[config.mk]
export PLATFORM = sky130hd
export DESIGN_NAME = filter_decim_buffer
export DESIGN_NICKNAME = d
export VERILOG_FILES = /design/src/rtl/filter_decim_buffer.sv
export SDC_FILE = /design/constraint.sdc
export NUM_CORES = 1
export LEC_CHECK = 0
export CAP_MARGIN = 20
export CORE_MARGIN = 2
export CORE_UTILIZATION = 30
export CTS_CLUSTER_DIAMETER = 200
export DETAILED_ROUTE_END_ITERATION = 12
export GPL_ROUTABILITY_DRIVEN = 0
export GPL_TIMING_DRIVEN = 0
export HOLD_SLACK_MARGIN = 0.08
export PLACE_DENSITY = 0.49
export SLEW_MARGIN = 20
export SYNTH_ARGS = -nofsm -noshare
export SYNTH_HDL_FRONTEND = slang
export SYNTH_SLANG_ARGS = --single-unit
[constraint.sdc]
create_clock -name clk -period 2.2 [get_ports clk]
set_clock_uncertainty 0.1 [all_clocks]
set_input_delay 0.44 -clock clk [delete_from_list [all_inputs] [get_ports clk]]
set_output_delay 0.44 -clock clk [all_outputs]
set_load 0.005 [all_outputs]
[src/rtl/filter_decim_buffer.sv]
// Averages every DECIM valid samples into one result and queues results in a small output FIFO.
// Define FILTER_DECIM_ROUND_EN for round-half-up averaging with a clamp at +127 (default: truncation).
module filter_decim_buffer #(
    parameter int DECIM      = 4,
    parameter int FIFO_DEPTH = 4
) (
    input  logic                          clk,
    input  logic                          rst,
    input  logic signed [7:0]             sample_in,
    input  logic                          sample_valid,
    output logic signed [7:0]             out_data,
    output logic                          out_valid,
    input  logic                          out_ready,
    output logic                          ovf_flag,
    output logic [7:0]                    ovf_count,
    output logic [$clog2(FIFO_DEPTH):0]   fifo_level
);

    localparam int SHIFT = $clog2(DECIM);
    localparam int ACC_W = 8 + SHIFT;
    localparam int PH_W  = SHIFT;
    localparam int PTR_W = $clog2(FIFO_DEPTH);
    localparam int LVL_W = PTR_W + 1;

    localparam logic [PH_W-1:0]  PH_LAST_ACC = PH_W'(DECIM - 2);
    localparam logic [LVL_W-1:0] LVL_FULL    = LVL_W'(FIFO_DEPTH);

    typedef enum logic {
        ST_ACC,
        ST_EMIT
    } state_e;

    // Group sum to output sample; the sum of DECIM 8-bit samples always fits ACC_W bits.
    function automatic logic signed [7:0] decim_result(input logic signed [ACC_W-1:0] sum);
`ifdef FILTER_DECIM_ROUND_EN
        localparam int RND_W = ACC_W + 1;
        logic signed [RND_W-1:0] rnd;
        logic signed [RND_W-1:0] shifted;
        rnd     = {sum[ACC_W-1], sum} + RND_W'(DECIM / 2);
        shifted = rnd >>> SHIFT;
        if (shifted > $signed(RND_W'(127))) begin
            return 8'sd127;
        end
        return shifted[7:0];
`else
        logic signed [ACC_W-1:0] shifted;
        shifted = sum >>> SHIFT;
        return shifted[7:0];
`endif
    endfunction

    state_e                  state_q, state_d;
    logic [PH_W-1:0]         phase_q, phase_d;
    logic signed [ACC_W-1:0] acc_q, acc_d;
    logic signed [ACC_W-1:0] sum;

    logic [PTR_W-1:0]        wr_ptr_q, wr_ptr_d;
    logic [PTR_W-1:0]        rd_ptr_q, rd_ptr_d;
    logic [LVL_W-1:0]        level_q, level_d;
    logic                    ovf_flag_q, ovf_flag_d;
    logic [7:0]              ovf_count_q, ovf_count_d;
    logic signed [7:0]       mem_q [FIFO_DEPTH];

    logic                    push, pop, full, push_ok, drop;
    logic signed [7:0]       result;

    assign sum    = acc_q + {{SHIFT{sample_in[7]}}, sample_in};
    assign result = decim_result(sum);

    // Phase FSM: accumulate DECIM-1 samples, the next one completes and emits the group.
    always_comb begin
        state_d = state_q;
        phase_d = phase_q;
        acc_d   = acc_q;
        push    = 1'b0;
        if (sample_valid) begin
            case (state_q)
                ST_ACC: begin
                    acc_d   = sum;
                    phase_d = phase_q + PH_W'(1);
                    state_d = (phase_q == PH_LAST_ACC) ? ST_EMIT : ST_ACC;
                end
                ST_EMIT: begin
                    acc_d   = '0;
                    phase_d = '0;
                    state_d = ST_ACC;
                    push    = 1'b1;
                end
                default: begin
                    acc_d   = '0;
                    phase_d = '0;
                    state_d = ST_ACC;
                end
            endcase
        end
    end

    always_ff @(posedge clk) begin
        if (rst) begin
            state_q <= ST_ACC;
            phase_q <= '0;
            acc_q   <= '0;
        end else begin
            state_q <= state_d;
            phase_q <= phase_d;
            acc_q   <= acc_d;
        end
    end

    // A pop frees the slot on the same edge, so a full FIFO still accepts a push when popping.
    assign full    = (level_q == LVL_FULL);
    assign pop     = out_valid && out_ready;
    assign push_ok = push && (!full || pop);
    assign drop    = push && full && !pop;

    always_comb begin
        wr_ptr_d    = wr_ptr_q;
        rd_ptr_d    = rd_ptr_q;
        level_d     = level_q;
        ovf_flag_d  = ovf_flag_q;
        ovf_count_d = ovf_count_q;
        if (push_ok) begin
            wr_ptr_d = wr_ptr_q + PTR_W'(1);
        end
        if (pop) begin
            rd_ptr_d = rd_ptr_q + PTR_W'(1);
        end
        case ({push_ok, pop})
            2'b10:   level_d = level_q + LVL_W'(1);
            2'b01:   level_d = level_q - LVL_W'(1);
            default: level_d = level_q;
        endcase
        if (drop) begin
            ovf_flag_d = 1'b1;
            if (ovf_count_q != 8'hFF) begin
                ovf_count_d = ovf_count_q + 8'd1;
            end
        end
    end

    always_ff @(posedge clk) begin
        if (rst) begin
            wr_ptr_q    <= '0;
            rd_ptr_q    <= '0;
            level_q     <= '0;
            ovf_flag_q  <= 1'b0;
            ovf_count_q <= '0;
        end else begin
            wr_ptr_q    <= wr_ptr_d;
            rd_ptr_q    <= rd_ptr_d;
            level_q     <= level_d;
            ovf_flag_q  <= ovf_flag_d;
            ovf_count_q <= ovf_count_d;
        end
    end

    // Storage is never reset; out_data is forced to zero whenever the FIFO is empty.
    always_ff @(posedge clk) begin
        if (push_ok) begin
            mem_q[wr_ptr_q] <= result;
        end
    end

    assign out_valid  = (level_q != '0);
    assign out_data   = out_valid ? mem_q[rd_ptr_q] : 8'sd0;
    assign ovf_flag   = ovf_flag_q;
    assign ovf_count  = ovf_count_q;
    assign fifo_level = level_q;

endmodule
==> metrics.txt, run 1 <==
outcome finished, violations left; failing checks negative setup slack; number of synthesized flops with an enable pin 32; Clk Latency, worst-skew pair 340 ps; Hold Violations, Final 0; io pins 33; layout cells sized above 1 29.9%; post-synth net total 288; Power Dens Cells 888 mW/mm^2; Die Y 104 um; final worst setup slack -28.9 ps; # rows 36; commonest non-fill, non-tap cell in the layout nor2_1; Top delay family on crit path multiplexers; Power, Total 0.00366 W; total iterations of the first detailed-routing run 4; Netlist Area Pre-Place 0.00301 mm^2; Worst-Margin Slew 729 ps; Max Cap Violations 0; final setup fails 2; FMAX 0.449 GHz; asr flop ratio synth 0%; yosys warns 0; fin nets 352; Synth Instances 259; Iter 0 DRT Violations 89; P&R area growth vs syn 36.9%; Crit path required time 1660 ps; WP buf/inv 3; critical path's slowest cell mux4_2; Leakage 1.57 nW; CP startpoint kind flip-flop; Seq cells post-synth 63; RSZ-0062 raised after global routing true; TritonCTS clock tree done; residual DRC count 0; fin crit share 101%; wire per inst 14.4 um; CP Cell Sequence buf_6 -> buf_6 -> mux4_2 -> and2_4 -> buf_6; area share of the leading cell type in the synthesized netlist 31.9%; n_diodes 0; clock buffer count from CTS 9; crit path kind reg2out; largest cells by area after synthesis edfxtp_1 (32%), dfxtp_1 (21%), ha_1 (6.2%), mux4_2 (6.0%), nor2_1 (4.6%); Placed Area 0.00350 mm^2; DPL Wire Length 4220 um; Initial Util 30.8%; CP dominant cell by count buf_6; initial antenna violation count 0; antenna viol nets, final 0; first-pass GRT wire length 10600 um; Synth Flop Type edfxtp_1; Via density 4.61; Finished Core Util 42.2%; final global-route overflow total 0; Vias 2123; DIE WIDTH 104 um; most frequent cells in the layout nor2_1 (37), edfxtp_1 (32), dfxtp_1 (26); TNS Setup -31.3 ps; Slew headroom 51.2%; pre-CTS setup slack -873 ps; synth unique cells 46; vias in the first global route 2059; port buffer count 32; largest net degree at the start of global routing 11; root buf cell clkbuf_8; Die Area 0.0109 mm^2; worst hold path class reg2reg; Synth area leader edfxtp_1; sequential area share after synthesis 52.5%; clock slew at reported path FFs 70 ps; CORE AREA 0.00977 mm^2; Detailed Route WL 6640 um; Max Buffers Root-to-Sink 2; final instance area 0.00412 mm^2; Tmin final 2230 ps; Final Max Tran Viols 0; worst vdd ir 0.000449 V; H-tree levels 3; Worst EP arrival 1690 ps; total track usage 12.8%; largest fanout on the critical path 3; Worst path max stage delay 480 ps; Num Clock Sinks 63; critical path endpoint category output pin; syn_area_per_cell 11.6 um^2
cell type report:
| cell class | instances | area, um^2 |
|---|---|---|
| clock buffers | 10 | 128 |
| well taps | 133 | 166 |
| multi-input cells | 176 | 1570 |
| plain buffers | 5 | 38.8 |
| fillers | 957 | 5650 |
| flip-flops and latches | 63 | 1590 |
| clock inverters | 6 | 51.3 |
| inverters | 12 | 45.0 |
| repair buffers | 56 | 531 |
power breakdown:
| part | internal, W | leakage, nW | switching (W) |
|---|---|---|---|
| Combinational | 0.000744 | 0.930 | 0.000537 |
| Sequential | 0.00136 | 0.543 | 0.0000695 |
| Clock | 0.000508 | 0.0925 | 0.000446 |
| Total | 0.00261 | 1.57 | 0.00105 |
synth_stat cells, drive strengths merged, types with 2 or more instances:
cell	number
o2111ai	2
ha	15
o21a	3
nor2	37
o21ai	3
or2	2
inv	12
a311oi	2
a21oi	12
xor2	10
dfxtp	31
nor2b	6
nand2	10
mux4	8
nor3	3
and3	2
or3	2
and2	14
o211ai	2
clkbuf	7
mux2i	3
a22oi	7
xnor2	9
nand3	6
nand3b	2
fa	2
nand4	3
edfxtp	32
worst paths after layout:
path                  from      endpoint  slack, ps  cells past startpoint
max              flip-flop   out_data[1]        -30                      5
min               ovf_flag      ovf_flag        370                      2
max reg2reg  fifo_level[0]  ovf_count[5]         20                      7
min reg2reg       ovf_flag      ovf_flag        370                      2
metal layers:
metal	part of all wire, %	GRT usage, %	up-vias
li1	-	-	1055
met1	46	16.6	1028
met2	50	20.2	31
met3	2.5	3.01	9
met4	1.5	5.79	0
met5	0	0	-
stage by stage:
stage               hold WS (ps)  cells
detailed placement           358    424
floorplan                    363    259
CTS                          376    456
global placement             357    424
finish                       370    461
global route                 404    461
sequential cells by signal (all words and copies together), names as in the netlist, named ones only:
register    cells
mem_q          32
wr_ptr_q        2
ovf_flag        1
phase_q         2
ovf_count       8
fifo_level      3
rd_ptr_q        2
acc_q          10
state_q         1
worst register-to-register path, cell delays in order, from the launching register on:
cell	delay, ps
dfxtp_4	350
buf_6	120
or4b_4	550
a311oi_4	340
and3_4	290
nand4_4	110
xor2_1	160
nor2_1	50
cells by family (layout without fill, tap and decap cells):
kind of cell / after synthesis / after routing / synth area share [%]
mux: 11 / 11 / 6.98
simple gates: 92 / 92 / 15.8
flops: 63 / 63 / 52.5
xor+xnor: 19 / 19 / 5.53
fa+ha+maj: 17 / 17 / 7.56
buf+inv: 20 / 89 / 2.78
compound gates: 37 / 37 / 8.77
repair_timing:
action                     4_1_cts  5_1_grt
setup endpoints to repair       64       56
hold endpoints to repair         0        0
pin swaps                       15       16
hold buffers                     0        0
buffers inserted                19        6
gates resized for setup         71       35
Note: power is estimated with default switching activity, not from simulation.
==> run 2: changes to the inputs <==
Settings changed: CORE_ASPECT_RATIO set to 1.1.
==> metrics.txt, run 2 (synthesis results as in run 1) <==
wire per inst 14.5 um; Layout fillers 948; Logic pwr share 31.4%; Hold Violations, Final 0; Die Area 0.0109 mm^2; fin crit share 98.2%; max reg flops 32; CP startpoint kind flip-flop; critical path's slowest cell mux4_2; final setup fails 0; met2 GRT Util 21.0%; final global-route overflow total 0; met1 usage 15.6%; DPL Wire Length 4290 um; CP dominant cell by count buf_6; Max Cap Violations 0; P&R area growth vs syn 35.0%; Leakage 1.51 nW; largest register by flop count mem_q; H-tree levels 3; Seq pwr share 38.6%; Num Clock Sinks 63; antenna viol nets, final 0; residual DRC count 0; Via density 4.65; RSZ-0062 raised after global routing true; sw frac 28.2%; outcome finished, final reports clean; Finished Core Util 41.5%; Post-CTS Hold Buffers 0; Tmin final 2160 ps; Cell Int Power 0.00268 W; CP Cell Sequence buf_6 -> mux4_2 -> and2_4 -> buf_6; Worst path max stage delay 480 ps; Power Dens Cells 917 mW/mm^2; Initial Util 30.7%; critical path endpoint category output pin; worst hold path class reg2reg; commonest non-fill, non-tap cell in the layout nor2_1; Slew headroom 53.8%; layout cells sized above 1 29.2%; Psw 0.00105 W; vias in the first global route 2022; total track usage 12.7%; root buf cell clkbuf_8; met3 usage 3.21%; Worst EP arrival 1620 ps; footprint of the multi-input gates 0.00154 mm^2; Reg area 0.00160 mm^2; CORE AREA 0.00979 mm^2; io pins 33; Vias 2057; clock buffer count from CTS 9; initial antenna violation count 0; Crit path required time 1660 ps; final instance area 0.00406 mm^2; largest fanout on the critical path 7; fin nets 346; DIE WIDTH 99.5 um; total iterations of the first detailed-routing run 4; port buffer count 32; Die Y 109 um; TritonCTS clock tree done; FMAX 0.463 GHz; first-pass GRT wire length 10200 um; non-filler cells, final 442; # rows 38; Iter 0 DRT Violations 55; Power, Total 0.00373 W; Worst-Margin Slew 690 ps; Reg2Reg Setup Slack 80 ps; most frequent cells in the layout nor2_1 (37), edfxtp_1 (32), dfxtp_1 (25); Final Max Tran Viols 0; Placed Instances 411; clock slew at reported path FFs 70 ps; largest net degree at the start of global routing 13; Detailed Route WL 6400 um; crit path kind reg2out; Clk Latency, worst-skew pair 340 ps; n_diodes 0; Max Buffers Root-to-Sink 2; Placed Area 0.00348 mm^2; clock network fraction of total power 30.0%; gr busiest metal met2; worst vdd ir 0.000321 V
run 2: changes by cell type in the layout (fill, tap and decap cells not counted), moves of 2 or more:
cell            delta
dlygate4sd2_1      +4
clkinv_1           -3
a21oi_2            +2
buf_4              -2
buf_6              -2
clkinv_4           +2
clkinvlp_4         +2
dlymetal6s2s_1     -2
xnor2_1            +2
xnor2_2            -2
run 2: per-layer routing:
layer,routed length (um),vias to the layer above
met5,0,-
met4,113,0
met3,178,8
met2,3150,25
met1,2950,984
li1,-,1040
run 2: critical path: cells and delay by family (launching register included):
kind | cells | cell delay, ps
buffers and inverters | 2 | 220
DFF | 1 | 410
muxes | 1 | 480
and+or+nand+nor | 1 | 170
run 2: worst paths after layout:
check                     start  depth (start not counted)            to
hold reg to reg        ovf_flag                          2      ovf_flag
setup reg to reg  fifo_level[0]                          7  ovf_count[5]
setup / recovery      flip-flop                          4   out_data[0]
hold / removal         ovf_flag                          2      ovf_flag
run 2: power groups by stage:
stage | sequential [W] | combinational [W] | clock, W
finish | 0.00144 | 0.00117 | 0.00112
global route | 0.00145 | 0.00130 | 0.00121
CTS | 0.00143 | 0.00116 | 0.00114
detailed placement | 0.00143 | 0.000904 | 0
global placement | 0.00143 | 0.000885 | 0
floorplan | 0.00141 | 0.000544 | 0
run 2: what timing repair did:
item / CTS / global route
hold endpoints to repair: 0 / 0
setup buffers: 20 / 5
setup endpoints to repair: 69 / 29
pin swaps: 17 / 13
gates resized for setup: 75 / 31
run 2: stage by stage:
stage / setup slack (ps) / hold WS [ps] / TNS [ps]
4_1_cts: -118 / 408 / -386
3_3_place_gp: -857 / 359 / -34540
6_report: 40.0 / 404 / 0
2_1_floorplan: 88.9 / 363 / 0
5_1_grt: -35.3 / 427 / -124
3_5_place_dp: -867 / 384 / -35300
run 2: cell type report:
class                      instances  share of cell area, %
multi-input combinational        176                   38.0
inverter                          12                   1.11
sequential                        63                   39.3
timing repair buffer              50                   11.3
buffer                             5                   1.20
clock inverter                     7                   2.40
tap                              120                   3.69
clock buffer                       9                   3.05
==> run 3: changes to the inputs <==
Settings changed: CORE_UTILIZATION 30 to 40, GPL_TIMING_DRIVEN 0 to not set, PLACE_DENSITY 0.49 to 0.61.
==> metrics.txt, run 3 (synthesis results as in run 1) <==
P&R area growth vs syn 34.7%; Detailed Route WL 5940 um; Iter 0 DRT Violations 80; total iterations of the first detailed-routing run 4; TritonCTS clock tree done; io pins 33; critical path endpoint category flip-flop; Die Y 95.0 um; Layout fillers 649; most frequent cells in the layout buf_4 (42), nor2_1 (37), edfxtp_1 (32); Reg2Reg Setup Slack 140 ps; Seq pwr share 39.9%; CP startpoint kind primary input; max reg flops 32; Leakage 1.56 nW; largest net degree at the start of global routing 21; first-pass GRT wire length 9540 um; Clk Latency, worst-skew pair 340 ps; wire per inst 13.8 um; Max Cap Violations 0; Hold Violations, Final 0; Power Dens Cells 865 mW/mm^2; Initial Util 40.7%; DPL Wire Length 4070 um; Cell Int Power 0.00250 W; fin crit share 97.0%; Crit path required time 2320 ps; total track usage 15.4%; final setup fails 0; final global-route overflow total 0; Psw 0.00100 W; commonest non-fill, non-tap cell in the layout buf_4; Num Clock Sinks 63; final worst setup slack 66.0 ps; Worst EP arrival 2260 ps; FMAX 0.469 GHz; antenna viol nets, final 0; crit path kind in2reg; RSZ-0062 raised after global routing false; vias in the first global route 2087; H-tree levels 3; Worst-Margin Slew 660 ps; Tmin final 2130 ps; clock buffer count from CTS 9; sw frac 28.6%; pre-CTS setup slack -487 ps; outcome finished, final reports clean; clock slew at reported path FFs 70 ps; Logic pwr share 32.0%; Die Area 0.00824 mm^2; largest fanout on the critical path 4; Finished Core Util 54.9%; Final Max Tran Viols 0; worst hold path class reg2reg; root buf cell clkbuf_8; clock network fraction of total power 28.1%; n_diodes 0; Slew headroom 55.8%; initial antenna violation count 0; largest register by flop count mem_q; Vias 2152; fin nets 367; # rows 33; worst vdd ir 0.000292 V; Via density 5.00; hold slack 377 ps; residual DRC count 0; Max Buffers Root-to-Sink 2; port buffer count 32; layout cells sized above 1 30.9%; CORE AREA 0.00739 mm^2; DIE WIDTH 86.7 um
[run 3: cell types whose count changed in the layout (fill, tap and decap cells not counted), moves of 2 or more]
cell and delta:
buf_4 +31, buf_6 -6, dfxtp_1 +5, buf_2 +3
clkbuf_2 -3, clkdlybuf4s50_1 +3, dfxtp_2 -3, dlygate4sd2_1 -3
xor2_1 +3, clkbuf_1 -2, clkinv_4 -2, dfxtp_4 -2
xor2_2 -2
[run 3: repair_timing]
item,in CTS,in global routing
hold buffers,0,0
setup buffers,6,0
resized for setup,59,12
pin swaps,17,10
hold endpoints to repair,0,0
setup endpoints to repair,29,23
[run 3: final timing paths]
path              startpoint            to  cells after the start
hold reg to reg     ovf_flag      ovf_flag                      2
setup reg to reg    acc_q[0]   mem_q[0][6]                      8
setup / recovery   out_ready  ovf_count[5]                      7
hold / removal      ovf_flag      ovf_flag                      2
[run 3: routing by layer]
metal	global-route usage (%)	part of all wire, %	vias to the layer above
li1	-	-	1088
met1	18.8	47	1023
met2	25.2	49	35
met5	0	0	-
met3	4.46	3.1	6
met4	6.77	1.7	0
[run 3: power groups by stage]
stage          logic (W)  registers [W]  clock network [W]
2_1_floorplan   0.000544        0.00141                  0
3_3_place_gp     0.00103        0.00140                  0
3_5_place_dp     0.00105        0.00141                  0
4_1_cts          0.00113        0.00139            0.00101
5_1_grt          0.00124        0.00141            0.00106
6_report         0.00112        0.00140           0.000985
[run 3: stage by stage]
| stage | instance area, um^2 | instances | TNS [ps] | total power [W] |
|---|---|---|---|---|
| 2_1_floorplan | 3010 | 259 | 0 | 0.00196 |
| 3_3_place_gp | 3710 | 409 | -18230 | 0.00244 |
| 3_5_place_dp | 3710 | 409 | -18990 | 0.00246 |
| 4_1_cts | 4020 | 431 | -15.7 | 0.00353 |
| 5_1_grt | 4050 | 430 | 0 | 0.00370 |
| 6_report | 4050 | 430 | 0 | 0.00351 |
[run 3: final cells by class]
class                      instances  area [um^2]  area share (%)
inverter                          12         45.0            1.11
timing repair buffer              76          647            16.0
clock buffer                      10          128            3.15
sequential                        63         1590            39.1
clock inverter                     6         61.3            1.51
tap                               87          109            2.69
multi-input combinational        176         1480            36.5
[run 3: worst max-delay path: stages]
cell and delay, ps:
clkdlybuf4s50_1 470, or4b_4 540, a311oi_4 250, and3_4 240
nand4_2 100, xor2_1 160, nor2_1 50
